File: src/rtl/activation_ctrl_if.sv
// activation_ctrl_if: command, matmul row stream, activation-unit link and
// output FIFO port of activation_ctrl, bundled into one interface.
// slave = controller view, master = surrounding system / bench view.
`ifndef MAT_MUL_SIZE
`define MAT_MUL_SIZE 4
`endif
`ifndef DWIDTH
`define DWIDTH 8
`endif
`ifndef MASK_WIDTH
`define MASK_WIDTH `MAT_MUL_SIZE
`endif

interface activation_ctrl_if #(
  parameter int ROW_CNT_WIDTH = 8
);
  localparam int DATA_W = `MAT_MUL_SIZE * `DWIDTH;

  // command
  logic                     start;
  logic [ROW_CNT_WIDTH-1:0] num_rows;
  logic                     enable_activation;
  logic [`MASK_WIDTH-1:0]   validity_mask;
  // matmul row stream
  logic                     in_valid;
  logic [DATA_W-1:0]        in_data;
  logic                     in_ready;
  // activation unit link
  logic                     act_enable;
  logic                     act_in_valid;
  logic [DATA_W-1:0]        act_in_data;
  logic [`MASK_WIDTH-1:0]   act_mask;
  logic                     act_out_valid;
  logic [DATA_W-1:0]        act_out_data;
  // output FIFO head
  logic                     out_valid;
  logic [DATA_W-1:0]        out_data;
  logic                     out_ready;
  // status
  logic                     busy;
  logic                     done;

  modport slave (
    input  start, num_rows, enable_activation, validity_mask,
    input  in_valid, in_data, act_out_valid, act_out_data, out_ready,
    output in_ready, act_enable, act_in_valid, act_in_data, act_mask,
    output out_valid, out_data, busy, done
  );

  modport master (
    output start, num_rows, enable_activation, validity_mask,
    output in_valid, in_data, act_out_valid, act_out_data, out_ready,
    input  in_ready, act_enable, act_in_valid, act_in_data, act_mask,
    input  out_valid, out_data, busy, done
  );
endinterface

File: src/rtl/activation_ctrl.sv
// activation_ctrl: sequences matmul result rows through the (non-stallable)
// activation unit into a small output FIFO. Rows are issued only while
// in-flight rows plus FIFO occupancy leave a free FIFO slot, so nothing the
// activation unit produces can be dropped.
// Optional feature macro: ACTIVATION_CTRL_LANE_MASK_EN -- when defined, lanes
// whose latched validity_mask bit is 0 are zeroed as rows enter the FIFO.
`ifndef MAT_MUL_SIZE
`define MAT_MUL_SIZE 4
`endif
`ifndef DWIDTH
`define DWIDTH 8
`endif
`ifndef MASK_WIDTH
`define MASK_WIDTH `MAT_MUL_SIZE
`endif

module activation_ctrl #(
  parameter int FIFO_DEPTH    = 4,
  parameter int ROW_CNT_WIDTH = 8
) (
  input  logic              clk,
  input  logic              reset,
  activation_ctrl_if.slave  bus
);
  localparam int LANES  = `MAT_MUL_SIZE;
  localparam int DW     = `DWIDTH;
  localparam int DATA_W = LANES * DW;
  localparam int PTR_W  = $clog2(FIFO_DEPTH);
  localparam int CNT_W  = PTR_W + 1;
  localparam logic [CNT_W:0] DEPTH_V = (CNT_W+1)'(FIFO_DEPTH);

  typedef enum logic [1:0] {IDLE, RUN, DRAIN, DONE} state_t;

  state_t                   state_reg, state_next;
  logic [ROW_CNT_WIDTH-1:0] rows_reg;
  logic [ROW_CNT_WIDTH-1:0] issued_reg;
  logic                     enable_reg;
  logic [`MASK_WIDTH-1:0]   mask_reg;
  logic [CNT_W-1:0]         inflight_reg, inflight_next;
  logic [CNT_W-1:0]         fifo_count_reg, fifo_count_next;
  logic [PTR_W-1:0]         wr_ptr_reg, rd_ptr_reg;
  logic                     act_valid_reg;
  logic [DATA_W-1:0]        act_data_reg;
  logic [DATA_W-1:0]        fifo_mem [FIFO_DEPTH];

  logic                     start_take;
  logic                     in_ready_comb;
  logic                     accept;
  logic                     capture;
  logic                     pop;
  logic                     last_issue;
  logic [CNT_W:0]           credit_sum;
  logic [DATA_W-1:0]        lane_keep;
  logic [DATA_W-1:0]        fifo_wdata;
  logic                     busy_comb;
  logic                     done_comb;

  // Handshake qualifiers; issue credit uses registered counts only
  assign start_take    = (state_reg == IDLE) && bus.start;
  assign credit_sum    = {1'b0, inflight_reg} + {1'b0, fifo_count_reg};
  assign in_ready_comb = (state_reg == RUN) && (issued_reg < rows_reg) &&
                         (credit_sum < DEPTH_V);
  assign accept        = bus.in_valid && in_ready_comb;
  assign capture       = bus.act_out_valid;
  assign pop           = (fifo_count_reg != '0) && bus.out_ready;
  assign last_issue    = ((issued_reg + ROW_CNT_WIDTH'(1)) == rows_reg);

  // Per-lane write mask for FIFO entries
  genvar gi;
  generate
    for (gi = 0; gi < LANES; gi++) begin : g_lane
`ifdef ACTIVATION_CTRL_LANE_MASK_EN
      assign lane_keep[gi*DW +: DW] = {DW{mask_reg[gi]}};
`else
      assign lane_keep[gi*DW +: DW] = {DW{1'b1}};
`endif
    end
  endgenerate
  assign fifo_wdata = bus.act_out_data & lane_keep;

  // Next values of the in-flight and FIFO occupancy counters
  always_comb begin
    inflight_next   = inflight_reg;
    fifo_count_next = fifo_count_reg;
    case ({accept, capture})
      2'b10:   inflight_next = inflight_reg + CNT_W'(1);
      2'b01:   inflight_next = inflight_reg - CNT_W'(1);
      default: inflight_next = inflight_reg;
    endcase
    case ({capture, pop})
      2'b10:   fifo_count_next = fifo_count_reg + CNT_W'(1);
      2'b01:   fifo_count_next = fifo_count_reg - CNT_W'(1);
      default: fifo_count_next = fifo_count_reg;
    endcase
  end

  // Pass sequencing: next state plus busy/done decode
  always_comb begin
    state_next = state_reg;
    busy_comb  = 1'b0;
    done_comb  = 1'b0;
    case (state_reg)
      IDLE: begin
        if (bus.start) state_next = (bus.num_rows == '0) ? DONE : RUN;
      end
      RUN: begin
        busy_comb = 1'b1;
        if (accept && last_issue) state_next = DRAIN;
      end
      DRAIN: begin
        busy_comb = 1'b1;
        // look ahead so done follows the final pop by one cycle
        if ((inflight_next == '0) && (fifo_count_next == '0)) state_next = DONE;
      end
      DONE: begin
        done_comb  = 1'b1;
        state_next = IDLE;
      end
      default: state_next = IDLE;
    endcase
  end

  // FSM state register
  always_ff @(posedge clk) begin
    if (reset) state_reg <= IDLE;
    else       state_reg <= state_next;
  end

  // Pass configuration, latched on an accepted start and held for the pass
  always_ff @(posedge clk) begin
    if (reset) begin
      rows_reg   <= '0;
      enable_reg <= 1'b0;
      mask_reg   <= '0;
    end else if (start_take) begin
      rows_reg   <= bus.num_rows;
      enable_reg <= bus.enable_activation;
      mask_reg   <= bus.validity_mask;
    end
  end

  // Issued and in-flight row counters
  always_ff @(posedge clk) begin
    if (reset) begin
      issued_reg   <= '0;
      inflight_reg <= '0;
    end else if (start_take) begin
      issued_reg   <= '0;
      inflight_reg <= '0;
    end else begin
      if (accept) issued_reg <= issued_reg + ROW_CNT_WIDTH'(1);
      inflight_reg <= inflight_next;
    end
  end

  // Register accepted rows toward the activation unit
  always_ff @(posedge clk) begin
    if (reset) begin
      act_valid_reg <= 1'b0;
      act_data_reg  <= '0;
    end else begin
      act_valid_reg <= accept;
      if (accept) act_data_reg <= bus.in_data;
    end
  end

  // Output FIFO pointers and occupancy; reset empties the FIFO
  always_ff @(posedge clk) begin
    if (reset) begin
      wr_ptr_reg     <= '0;
      rd_ptr_reg     <= '0;
      fifo_count_reg <= '0;
    end else begin
      if (capture) wr_ptr_reg <= wr_ptr_reg + PTR_W'(1);
      if (pop)     rd_ptr_reg <= rd_ptr_reg + PTR_W'(1);
      fifo_count_reg <= fifo_count_next;
    end
  end

  // FIFO storage; contents are don't-care until written
  always_ff @(posedge clk) begin
    if (capture) fifo_mem[wr_ptr_reg] <= fifo_wdata;
  end

  assign bus.in_ready     = in_ready_comb;
  assign bus.act_enable   = enable_reg;
  assign bus.act_mask     = mask_reg;
  assign bus.act_in_valid = act_valid_reg;
  assign bus.act_in_data  = act_data_reg;
  assign bus.out_valid    = (fifo_count_reg != '0);
  assign bus.out_data     = (fifo_count_reg != '0) ? fifo_mem[rd_ptr_reg] : '0;
  assign bus.busy         = busy_comb;
  assign bus.done         = done_comb;
endmodule

File: src/flat_wrapper.sv
// flat-port wrapper written by rule: the top's interface ports become plain ports
module activation_ctrl_flat 
#(
  parameter int FIFO_DEPTH    = 4,
  parameter int ROW_CNT_WIDTH = 8
)
  (clk, reset, bus_start, bus_num_rows, bus_enable_activation, bus_validity_mask, bus_in_valid, bus_in_data, bus_act_out_valid, bus_act_out_data, bus_out_ready, bus_in_ready, bus_act_enable, bus_act_in_valid, bus_act_in_data, bus_act_mask, bus_out_valid, bus_out_data, bus_busy, bus_done);
  activation_ctrl_if #(.ROW_CNT_WIDTH(ROW_CNT_WIDTH)) bus_i ();
  input  logic clk;
  input  logic reset;
  input wire logic [$bits(bus_i.start)-1:0] bus_start;
  input wire logic [$bits(bus_i.num_rows)-1:0] bus_num_rows;
  input wire logic [$bits(bus_i.enable_activation)-1:0] bus_enable_activation;
  input wire logic [$bits(bus_i.validity_mask)-1:0] bus_validity_mask;
  input wire logic [$bits(bus_i.in_valid)-1:0] bus_in_valid;
  input wire logic [$bits(bus_i.in_data)-1:0] bus_in_data;
  input wire logic [$bits(bus_i.act_out_valid)-1:0] bus_act_out_valid;
  input wire logic [$bits(bus_i.act_out_data)-1:0] bus_act_out_data;
  input wire logic [$bits(bus_i.out_ready)-1:0] bus_out_ready;
  output wire logic [$bits(bus_i.in_ready)-1:0] bus_in_ready;
  output wire logic [$bits(bus_i.act_enable)-1:0] bus_act_enable;
  output wire logic [$bits(bus_i.act_in_valid)-1:0] bus_act_in_valid;
  output wire logic [$bits(bus_i.act_in_data)-1:0] bus_act_in_data;
  output wire logic [$bits(bus_i.act_mask)-1:0] bus_act_mask;
  output wire logic [$bits(bus_i.out_valid)-1:0] bus_out_valid;
  output wire logic [$bits(bus_i.out_data)-1:0] bus_out_data;
  output wire logic [$bits(bus_i.busy)-1:0] bus_busy;
  output wire logic [$bits(bus_i.done)-1:0] bus_done;
  assign bus_i.start = bus_start;
  assign bus_i.num_rows = bus_num_rows;
  assign bus_i.enable_activation = bus_enable_activation;
  assign bus_i.validity_mask = bus_validity_mask;
  assign bus_i.in_valid = bus_in_valid;
  assign bus_i.in_data = bus_in_data;
  assign bus_i.act_out_valid = bus_act_out_valid;
  assign bus_i.act_out_data = bus_act_out_data;
  assign bus_i.out_ready = bus_out_ready;
  assign bus_in_ready = bus_i.in_ready;
  assign bus_act_enable = bus_i.act_enable;
  assign bus_act_in_valid = bus_i.act_in_valid;
  assign bus_act_in_data = bus_i.act_in_data;
  assign bus_act_mask = bus_i.act_mask;
  assign bus_out_valid = bus_i.out_valid;
  assign bus_out_data = bus_i.out_data;
  assign bus_busy = bus_i.busy;
  assign bus_done = bus_i.done;
  activation_ctrl #(.FIFO_DEPTH(FIFO_DEPTH), .ROW_CNT_WIDTH(ROW_CNT_WIDTH)) u_core (.clk(clk), .reset(reset), .bus(bus_i));
endmodule
File: config.mk
export PLATFORM = sky130hd
export DESIGN_NAME = activation_ctrl_flat
export DESIGN_NICKNAME = d
export VERILOG_FILES = /design/src/rtl/activation_ctrl_if.sv /design/src/rtl/activation_ctrl.sv /design/src/flat_wrapper.sv
export SDC_FILE = /design/constraint.sdc
export NUM_CORES = 1
export LEC_CHECK = 0
export BUFFER_PORTS_ARGS = -buffer_cell sky130_fd_sc_hd__buf_2
export CAP_MARGIN = 5
export CORE_MARGIN = 3
export CORE_UTILIZATION = 50
export DETAILED_ROUTE_END_ITERATION = 10
export PLACE_DENSITY_LB_ADDON = 0.3
export SLEW_MARGIN = 0
export SYNTH_ARGS = -nofsm -noshare
export SYNTH_HDL_FRONTEND = slang
export SYNTH_SLANG_ARGS = --single-unit
File: constraint.sdc
create_clock -name clk -period 4.2 [get_ports clk]
set_clock_uncertainty 0.1 [all_clocks]
set_input_delay 0.84 -clock clk [delete_from_list [all_inputs] [get_ports clk]]
set_output_delay 0.84 -clock clk [all_outputs]
set_load 0.01 [all_outputs]
## Word-level counts from Yosys, hierarchy flattened

Memory sizes are Yosys's and may differ from the RTL's. A register that Yosys moved wholly into a read port is not among the register bits.
Index checks and enable logic that the tools add are counted.

| operators by class | value |
|---|---|
| div/mod/pow operators | 0 |
| magnitude comparators | 2 |
| bitwise logic cells | 0 |
| multiply operators | 0 |
| reductions and logical operators | 15 |
| eq/ne operators | 11 |
| shift-type cells | 0 |
| $add $sub $neg | 8 |
| muxes and demuxes | 14 |

Operators by type and width:

| cell | count |
|---|---|
| $mux 32 | 1 |
| $mux 2 | 6 |
| $pmux 3 s2 | 2 |
| $add 8x1->8 const B | 1 |
| $eq 2x2->1 const B | 4 |
| $eq 8x8->1 | 1 |
| $logic_not 8->1 | 1 |
| $lt 8x8->1 | 1 |
| $pmux 2 s4 | 1 |
| $logic_and 1x1->1 | 7 |
| $add 3x1->3 const B | 2 |
| $eq 2x1->1 const B | 3 |
| $logic_not 3->1 | 2 |
| $sub 3x1->3 const B | 2 |
| $add 2x1->2 const B | 2 |
| $add 3x3->4 | 1 |
| $lt 4x3->1 const B | 1 |
| $mux 1 | 4 |
| $ne 2x2->1 const B | 2 |
| $reduce_or 2->1 | 2 |
| $reduce_and 3->1 | 1 |
| $reduce_bool 3->1 | 1 |
| $logic_not 2->1 | 1 |
| $ne 2x1->1 const B | 1 |

| storage, ports and cells | value |
|---|---|
| register bits | 66 |
| latch bits | 0 |
| logic and storage cells | 62 |
| memories | 1 |
| ROM bits | 0 |
| memory bits (writable) | 128 |
| output and inout bits | 74 |

Memories:

| memory | depth | bits a word | read ports | clocked after memory_dff | wr ports | line | RTL |
|---|---|---|---|---|---|---|---|
| u_core.fifo_mem | 4 | 32 | 1 | 1 | 1 | activation_ctrl.sv:44 | `logic [DATA_W-1:0] fifo_mem [FIFO_DEPTH];` |

## Longest topological paths before layout

Gate-level depths: netlist (run 1).

| logic depth | value |
|---|---|
| depth after elaboration | 10 |
| gate-level depth with buffers | 17 |
| depth with buffers taken out | 16 |

## Least setup slack after synthesis (run 1)

No wires, ideal clock.

| path | value |
|---|---|
| kind | register to register |
| start point | register u_core.rows_reg[5] |
| end point | register u_core.state_reg[1] |
| path slack | 0.283 ns |
| data arrival time | 3.730 ns |
| stages on the path, launching flop included | 17 |
| setup time | 0.086 ns |
| clock period less this slack | 3.917 ns |
| path through | dfxtp_1 -> inv_1 -> ha_1 -> a211oi_1 -> a31oi_2 -> nor2_1 -> buf_4 -> inv_1 -> ha_1 -> inv_1 -> fa_1 -> and3b_1 -> a31oi_1 -> nor2_1 -> a31o_2 -> and3_2 -> a221oi_2 |

| between the ends | value |
|---|---|
| longest elaborated chain between the ends | 10 |

RTL lines:

| item | line | RTL |
|---|---|---|
| start, declared | activation_ctrl.sv:35 | `logic [ROW_CNT_WIDTH-1:0] rows_reg;` |
| start signal, assigned | activation_ctrl.sv:136 | `rows_reg <= bus.num_rows;` |
| $lt 8x8->1 | activation_ctrl.sv:61 | `assign in_ready_comb = (state_reg == RUN) && (issued_reg < rows_reg) &&` |
| $logic_and 1x1->1 (2 in series) | activation_ctrl.sv:61 |  |
| $logic_and 1x1->1 | activation_ctrl.sv:63 | `assign accept = bus.in_valid && in_ready_comb;` |
| $eq 2x1->1 / $eq 2x2->1 (equally long branches) | activation_ctrl.sv:85 | `case ({accept, capture})` |
| $pmux 3 s2 | activation_ctrl.sv:85 |  |
| $logic_not 3->1 | activation_ctrl.sv:113 | `if ((inflight_next == '0) && (fifo_count_next == '0)) state_next = DONE;` |
| $logic_and 1x1->1 | activation_ctrl.sv:113 |  |
| $ne 2x1->1 (no line) | n/a |  |
| $reduce_and 3->1 (no line) (*) | n/a |  |
| end signal, assigned | activation_ctrl.sv:126 | `else state_reg <= state_next;` |
| end, declared | activation_ctrl.sv:34 | `state_t state_reg, state_next;` |

Mark *: on every way between the ends. The rest lies on a longest branch, timed or not.
A chain may end at the register's enable or synchronous reset.

## Worst setup path after layout (run 1)

Ends and elaborated chain as after synthesis.

==> results of run 1 <==
cells by family (layout without fill, tap and decap cells):
kind of cell             after synthesis  count (layout)
XOR/XNOR                              23              23
adder cells (fa/ha/maj)               24              24
multiplexers                          66              66
buffers and inverters                 48             215
AO/OA/AOI/OAI                         38              38
AND/OR/NAND/NOR                      164             164
flip-flops                           196             196
Yosys cell counts (14+ instances only):
master    number  area share [%]
a21oi_1       16            0.99
and2_1        39             3.0
clkbuf_1      14            0.65
dfxtp_1       68              17
edfxtp_1     128              48
ha_1          22             3.4
inv_1         23             1.1
mux2i_1       34             4.2
mux4_2        32             8.9
nand2_1       33             1.5
nor2_1        58             2.7
xnor2_1       16             1.7
worst paths after layout:
check | startpoint | to | slack (ps) | cells after the start
worst min-delay path | u_core.bus.act_mask[0]$_SDFFE_PP0P_ | u_core.bus.act_mask[0]$_SDFFE_PP0P_ | 360 | 2
worst max-delay path | u_core.rows_reg[5]$_SDFFE_PP0P_ | u_core.state_reg[1]$_SDFFE_PP0P_ | 480 | 16
worst max register to register | u_core.rows_reg[5]$_SDFFE_PP0P_ | u_core.state_reg[1]$_SDFFE_PP0P_ | 480 | 16
worst min register to register | u_core.bus.act_mask[0]$_SDFFE_PP0P_ | u_core.bus.act_mask[0]$_SDFFE_PP0P_ | 360 | 2
layer usage:
| layer | GRT usage (%) | wire, µm | share of wire [%] |
|---|---|---|---|
| met1 | 23.3 | 6840 | 42 |
| met2 | 32.3 | 8010 | 50 |
| met3 | 4.83 | 1010 | 6.3 |
| met4 | 6.06 | 244 | 1.5 |
| met5 | 0 | 13 | 0.081 |
stage by stage:
stage                     power (mW)  area [µm²]
after floorplan                 3.44        8080
after global placement          3.93        9060
after detailed placement        3.97        9060
after CTS                       5.60        9650
after global routing            5.82        9650
final                           5.53        9650
area by class of cell:
| class | count | area, µm² | area share (%) |
|---|---|---|---|
| sequential | 196 | 5210 | 53.9 |
| clock buffer | 18 | 429 | 4.45 |
| tap | 211 | 264 | 2.73 |
| clock inverter | 14 | 169 | 1.75 |
| inverter | 23 | 86.3 | 0.894 |
| multi-input combinational | 315 | 2690 | 27.8 |
| timing repair buffer | 160 | 811 | 8.40 |
worst max-delay path, stage by stage, from the launching register on:
cell	delay, ps
dfxtp_1	430
inv_1	90
ha_1	300
o21a_1	120
o211ai_1	90
a31oi_2	550
nor2_4	70
inv_1	100
ha_1	190
inv_1	70
fa_1	450
and3b_1	200
a31oi_1	160
nor2_1	70
a31o_2	260
and3_2	200
a221oi_2	190
where the power goes:
group          internal (mW)  switching, mW  total, mW
Clock                  0.895          0.732       1.63
Combinational          0.742          0.832       1.57
Sequential              2.22          0.112       2.33
==> impl_metrics.ini, run 1 <==
[synth]
synthesis.area_um2 = 8080
synth_xor_area_share_pct = 2.49
synth_compound_area_share_pct = 3.34
yosys.area_share.simple_pct = 10.2
ys_types = 48
synth-seq-cells = 196
yosys.area_share.adder_pct = 3.90
synth_top_family_by_area = multiplexers
synth.avg_cell_area_um2 = 14.5
yosys_most_used_dff = edfxtp_1
synthesis.nets = 666
yosysSeqAreaShare_pct = 64.4
synth_edf_count = 128
ys_async_sr_fraction_pct = 0
ys.warnings.count = 0
synth.area.mux_share_pct = 13.1
synthCells = 559

[drt]
vias = 4969
wl_mm = 16.1
ant_nets = 0
drt_pre_antenna_iters = 5
wl_per_cell_um = 17.2
drtIter0Drc = 253
route.detailed.drc = 0
avgViaCountPerCell = 5.30

[final_layout]
area_growth_pct = 19.5
post-route-util_pct = 62.4
layout_commonest_cell = buf_2
fin_nets = 820
final_cells = 937
regMostFlops = u_core.fifo_mem
final_layout_size_suffix_gt1_share_pct = 32.9
fill_cells = 1208
largest_reg_flops = 128
layout_common_cells = 156 x buf_2, 128 x edfxtp_1, 66 x dfxtp_1
diodes = 0

[grt]
overflow = 0
antenna_found_initial = 1
grt_pass1_vias = 5200
grt_max_degree = 57
grt_pass1_wl_mm = 26.1
grtUsageTotal_pct = 18.7

[timing]
tightest_slew_ps = 909
fin_hold_ws_ps = 356
slew_viol_final = 0
fin_tns_setup_ps = 0
period_minus_slack_ps = 3720
rsz0062_at_grt = false
setup_ws_ps = 485
relSlewSlack_pct = 39.4
hold_viol = 0
period_share_pct = 88.5
max_freq_mhz = 269
setup_violations = 0

[floorplan]
initial_core_util_pct = 52.2
io_pins = 157
rows = 45
die_h_um = 133
die_w_um = 133
dieArea_um2 = 17700
core_um2 = 15500

[clocking]
cts.path.max_buffers = 2
post-cts-setup-buffer-count = 0
cts_root_buf = clkbuf_16
cts_sinks = 196
cts-buffers-inserted = 17
insertion_delay_ps = 430
cts_tree = built
cts-resized-gates = 0
clkTransAtPathRegs_ps = 70
cts_hold_buf = 0
htreeDepth = 4

[critical_path]
worst_setup_path_start_kind = flop
worstSetupEndpointType = flop
required_ps = 4450
crit_fanout = 10
critical_path_class = flop to flop
cp.arrival_ps = 3960

[run_status]
outcome = finished clean

[flow_run]
drv_cap = 0

[placed_design]
io_buffer_count = 156
place_inst = 905
gp_congestion = 0.868
dp_hpwl_mm = 10.7
dp_worst_setup_slack_ps = 532

[pwr]
irDropWorstVdd_uv = 436
p_leak_nw = 3.63
power.density_nw_per_um2 = 573

[worst_hold_path]
hp-class = flop to flop
Power figures use the tool's default switching activity.
==> run 2, diff against run 1 <==
--- a/config.mk
+++ b/config.mk
@@ -8,7 +8,7 @@
 export BUFFER_PORTS_ARGS = -buffer_cell sky130_fd_sc_hd__buf_2
 export CAP_MARGIN = 5
 export CORE_MARGIN = 3
-export CORE_UTILIZATION = 50
+export CORE_UTILIZATION = 55
 export DETAILED_ROUTE_END_ITERATION = 10
 export PLACE_DENSITY_LB_ADDON = 0.3
 export SLEW_MARGIN = 0
==> constraint.sdc (replaced) <==
create_clock -name clk -period 3.75 [get_ports clk]
set_clock_uncertainty 0.1 [all_clocks]
set_input_delay 0.75 -clock clk [delete_from_list [all_inputs] [get_ports clk]]
set_output_delay 0.75 -clock clk [all_outputs]
set_load 0.01 [all_outputs]
==> run 2 against run 1 <==
Cell count fell by 2.9%. Sequential share of layout area fell by 0.16 points. Wire length fell by 0.19%.
==> impl_metrics.ini, run 2 (synthesized netlist as in run 1, its figures left out) <==
[run_status]
outcome = finished clean

[clocking]
cts-buffers-inserted = 17
cts_sinks = 196
insertion_delay_ps = 420
cts_root_buf = clkbuf_16
cts-resized-gates = 0
cts.path.max_buffers = 2
cts_tree = built
clkTransAtPathRegs_ps = 70
post-cts-setup-buffer-count = 0
htreeDepth = 4
cts_hold_buf = 0

[floorplan]
initial_core_util_pct = 57.1
dieArea_um2 = 16200
die_h_um = 127
die_w_um = 127
rows = 43
core_um2 = 14100
io_pins = 157

[drt]
ant_nets = 0
vias = 4940
wl_per_cell_um = 17.7
avgViaCountPerCell = 5.43
wl_mm = 16.1
drt_pre_antenna_iters = 4
route.detailed.drc = 0
drtIter0Drc = 301

[critical_path]
required_ps = 3990
critical_path_class = flop to flop
crit_fanout = 6
reg2reg_from = u_core.rows_reg[5]$_SDFFE_PP0P_
worstRegToRegCells = 15
worst_setup_path_start_kind = flop
cp.arrival_ps = 3690
worstReg2RegEnd = u_core.state_reg[1]$_SDFFE_PP0P_
worstSetupEndpointType = flop
r2r_slack_ps = 300

[timing]
tightest_slew_ps = 869
max_freq_mhz = 289
period_minus_slack_ps = 3450
slew_viol_final = 0
rsz0062_at_grt = false
fin_tns_setup_ps = 0
relSlewSlack_pct = 42.1
period_share_pct = 92.1
setup_violations = 0
hold_viol = 0

[worst_hold_path]
hp-start = u_core.bus.act_mask[3]$_SDFFE_PP0P_
hold_depth = 2
hold_end = u_core.bus.act_mask[3]$_SDFFE_PP0P_
hp-class = flop to flop

[flow_run]
drv_cap = 0

[pwr]
power_mw = 6.30
irDropWorstVdd_uv = 352
p_leak_nw = 3.70
power.density_nw_per_um2 = 651

[grt]
antenna_found_initial = 3
grt_pass1_vias = 5247
grt_max_degree = 47
grt_pass1_wl_mm = 26.0
grtUsageTotal_pct = 20.7
overflow = 0

[placed_design]
gp_congestion = 0.810
dp_hpwl_mm = 10.7
io_buffer_count = 156
place_inst = 877

[final_layout]
area_growth_pct = 19.8
layout_common_cells = 156 x buf_2, 128 x edfxtp_1, 66 x dfxtp_1
final_cells = 910
fin_nets = 823
final_layout_size_suffix_gt1_share_pct = 33.3
layout_commonest_cell = buf_2
post-route-util_pct = 68.4
regMostFlops = u_core.fifo_mem
largest_reg_flops = 128
[run 2: changes by cell type in the layout (fill, tap and decap cells not counted), moves of 2 or more]
cell        change
clkbuf_16       +2
bufinv_8        +3
buf_4           +2
clkinvlp_4      -4
inv_4           +2
clkinv_2        +2
[run 2: metal layers]
metal / global-route usage, % / wire length, µm
met1: 26.6 / 6720
met2: 34.7 / 8100
met3: 5.52 / 1070
met4: 6.37 / 179
met5: 0 / 21
[run 2: worst max-delay path: stages (launching register included)]
cell      delay, ps
dfxtp_1         430
inv_1            90
ha_1            300
a211oi_1        280
a31oi_2         170
nor2_4          140
inv_1            70
ha_1            200
inv_1            80
fa_1            430
and3b_1         210
a31oi_1         160
nor2_1           70
a31o_2          260
and3_2          200
a221oi_2        190
[run 2: cell type report]
| type | instances | area (µm²) |
|---|---|---|
| flip-flops and latches | 196 | 5210 |
| fillers | 1005 | 4470 |
| multi-input cells | 315 | 2690 |
| repair buffers | 163 | 846 |
| clock buffers | 20 | 489 |
| well taps | 180 | 225 |
| clock inverters | 12 | 139 |
| inverters | 23 | 86.3 |
| diodes | 1 | 2.50 |
[run 2: through the flow]
stage	area, µm²	hold slack, ps	setup slack [ps]
2_1_floorplan	8090	340	91.2
3_3_place_gp	9050	340	472
3_5_place_dp	9050	349	351
4_1_cts	9680	360	305
5_1_grt	9680	374	7.53
6_report	9680	359	295
[run 2: worst max-delay path by stage]
stage | slack [ps] | start | depth (start not counted) | endpoint
2_1_floorplan | 90 | u_core.rows_reg[5]$_SDFFE_PP0P_ | 16 | u_core.state_reg[1]$_SDFFE_PP0P_
3_3_place_gp | 470 | u_core.rows_reg[5]$_SDFFE_PP0P_ | 15 | u_core.state_reg[1]$_SDFFE_PP0P_
3_5_place_dp | 350 | u_core.rows_reg[5]$_SDFFE_PP0P_ | 15 | u_core.state_reg[1]$_SDFFE_PP0P_
4_1_cts | 310 | u_core.rows_reg[5]$_SDFFE_PP0P_ | 15 | u_core.state_reg[1]$_SDFFE_PP0P_
5_1_grt | 8 | u_core.rows_reg[5]$_SDFFE_PP0P_ | 15 | u_core.state_reg[1]$_SDFFE_PP0P_
6_report | 300 | u_core.rows_reg[5]$_SDFFE_PP0P_ | 15 | u_core.state_reg[1]$_SDFFE_PP0P_
[run 2: report_power, final]
group | switching (mW) | leakage (nW) | internal, mW
Sequential | 0.131 | 1.73 | 2.49
Combinational | 0.945 | 1.64 | 0.857
Clock | 0.766 | 0.329 | 1.12
==> run 3, diff against run 2 <==
--- a/config.mk
+++ b/config.mk
@@ -8,7 +8,7 @@
 export BUFFER_PORTS_ARGS = -buffer_cell sky130_fd_sc_hd__buf_2
 export CAP_MARGIN = 5
 export CORE_MARGIN = 3
-export CORE_UTILIZATION = 55
+export CORE_UTILIZATION = 35
 export DETAILED_ROUTE_END_ITERATION = 10
 export PLACE_DENSITY_LB_ADDON = 0.3
 export SLEW_MARGIN = 0
==> run 3 against run 2 <==
Hold slack improved by 13 ps. First-iteration DRC count down 40%. Non-clock buffer count rose by 1. Combinational power about the same. Via count is 0.53% lower. Largest power group unchanged. Sequential power about the same. Register-to-register slack better by 20 ps. Largest cell class unchanged.
==> impl_metrics.ini, run 3 (synthesized netlist as in run 1, its figures left out) <==
[drt]
drt_pre_antenna_iters = 4
avgViaCountPerCell = 4.87
route.detailed.drc = 0
ant_nets = 0
wl_mm = 16.8
wl_per_cell_um = 16.6
vias = 4914
drtIter0Drc = 180

[clocking]
cts-resized-gates = 0
cts_tree = built
cts.path.max_buffers = 2
cts_root_buf = clkbuf_16
insertion_delay_ps = 430
post-cts-setup-buffer-count = 0
clkTransAtPathRegs_ps = 70
cts-buffers-inserted = 17
cts_hold_buf = 0
cts_sinks = 196
htreeDepth = 4

[timing]
hold_viol = 0
setup_violations = 0
fin_hold_ws_ps = 372
max_freq_mhz = 291
slew_viol_final = 0
fin_tns_setup_ps = 0
setup_ws_ps = 319
rsz0062_at_grt = false
relSlewSlack_pct = 35.7
tightest_slew_ps = 965
period_minus_slack_ps = 3430
period_share_pct = 91.5

[placed_design]
gp_congestion = 0.784
io_buffer_count = 156
dp_worst_setup_slack_ps = 339
dp_hpwl_mm = 11.0

[grt]
grtUsageTotal_pct = 13.7
antenna_found_initial = 2
grt_pass1_wl_mm = 26.4
overflow = 0
grt_pass1_vias = 5125
grt_max_degree = 57

[critical_path]
cp.arrival_ps = 3670
worstSetupEndpointType = flop
worst_setup_path_start_kind = flop
crit_fanout = 6
critical_path_class = flop to flop
required_ps = 3990

[floorplan]
core_um2 = 22200
rows = 54
initial_core_util_pct = 36.4
die_w_um = 158
dieArea_um2 = 24900
io_pins = 157
die_h_um = 158

[final_layout]
area_growth_pct = 20.8
layout_commonest_cell = buf_2
diodes = 0
regMostFlops = u_core.fifo_mem
largest_reg_flops = 128
final_layout_size_suffix_gt1_share_pct = 33.0
fin_nets = 824
post-route-util_pct = 43.9
layout_common_cells = 156 x buf_2, 128 x edfxtp_1, 66 x dfxtp_1

[pwr]
power.density_nw_per_um2 = 635
irDropWorstVdd_uv = 282
p_leak_nw = 3.67
power_mw = 6.20

[run_status]
outcome = finished clean

[worst_hold_path]
hp-class = flop to flop

[flow_run]
drv_cap = 0
## run 3: cell types whose count changed in the layout (fill, tap and decap cells not counted)
cell,change
diode_2,-1
bufinv_8,-2
clkbuf_1,+3
clkinv_2,-3
buf_4,+2
clkbuf_8,+1
bufinv_16,-1
clkinv_4,+2
buf_12,-1
## run 3: metrics by stage
stage          instances  area [µm²]
2_1_floorplan        559        8090
3_3_place_gp         978        9170
5_1_grt             1010        9760
6_report            1010        9760
3_5_place_dp         978        9170
4_1_cts             1010        9760
## run 3: where the power goes
group | leakage, nW | switching, mW | internal [mW]
combinational | 1.64 | 0.948 | 0.842
sequential | 1.73 | 0.127 | 2.49
clock | 0.297 | 0.783 | 1.01
## run 3: routing by layer
layer	routed length, µm	global-route usage, %
met5	27	0
met4	113	3.85
met3	1020	3.47
met2	7990	22.9
met1	7610	17.7
## run 3: path summary, 6_finish.rpt
check	start	slack, ps	cells past startpoint	end
setup reg to reg	u_core.rows_reg[5]$_SDFFE_PP0P_	320	15	u_core.state_reg[1]$_SDFFE_PP0P_
hold reg to reg	u_core.bus.act_mask[2]$_SDFFE_PP0P_	370	2	u_core.bus.act_mask[2]$_SDFFE_PP0P_
setup / recovery	u_core.rows_reg[5]$_SDFFE_PP0P_	320	15	u_core.state_reg[1]$_SDFFE_PP0P_
hold / removal	u_core.bus.act_mask[2]$_SDFFE_PP0P_	370	2	u_core.bus.act_mask[2]$_SDFFE_PP0P_
## run 3: critical path: stages, from the launching register on
cell      delay [ps]
dfxtp_1          430
inv_1             80
ha_1             300
a211oi_1         280
a31oi_2          180
nor2_4           140
inv_1             70
ha_1             200
inv_1             80
fa_1             430
and3b_1          190
a31oi_1          140
nor2_1            60
a31o_2           260
and3_2           200
a221oi_2         200
## run 3: layout make-up
cell class,instances,area [µm²]
fill,2009,12500
sequential,196,5210
multi-input combinational,315,2690
timing repair buffer,164,841
clock buffer,24,514
tap,280,350
inverter,23,86.3
clock inverter,8,76.3
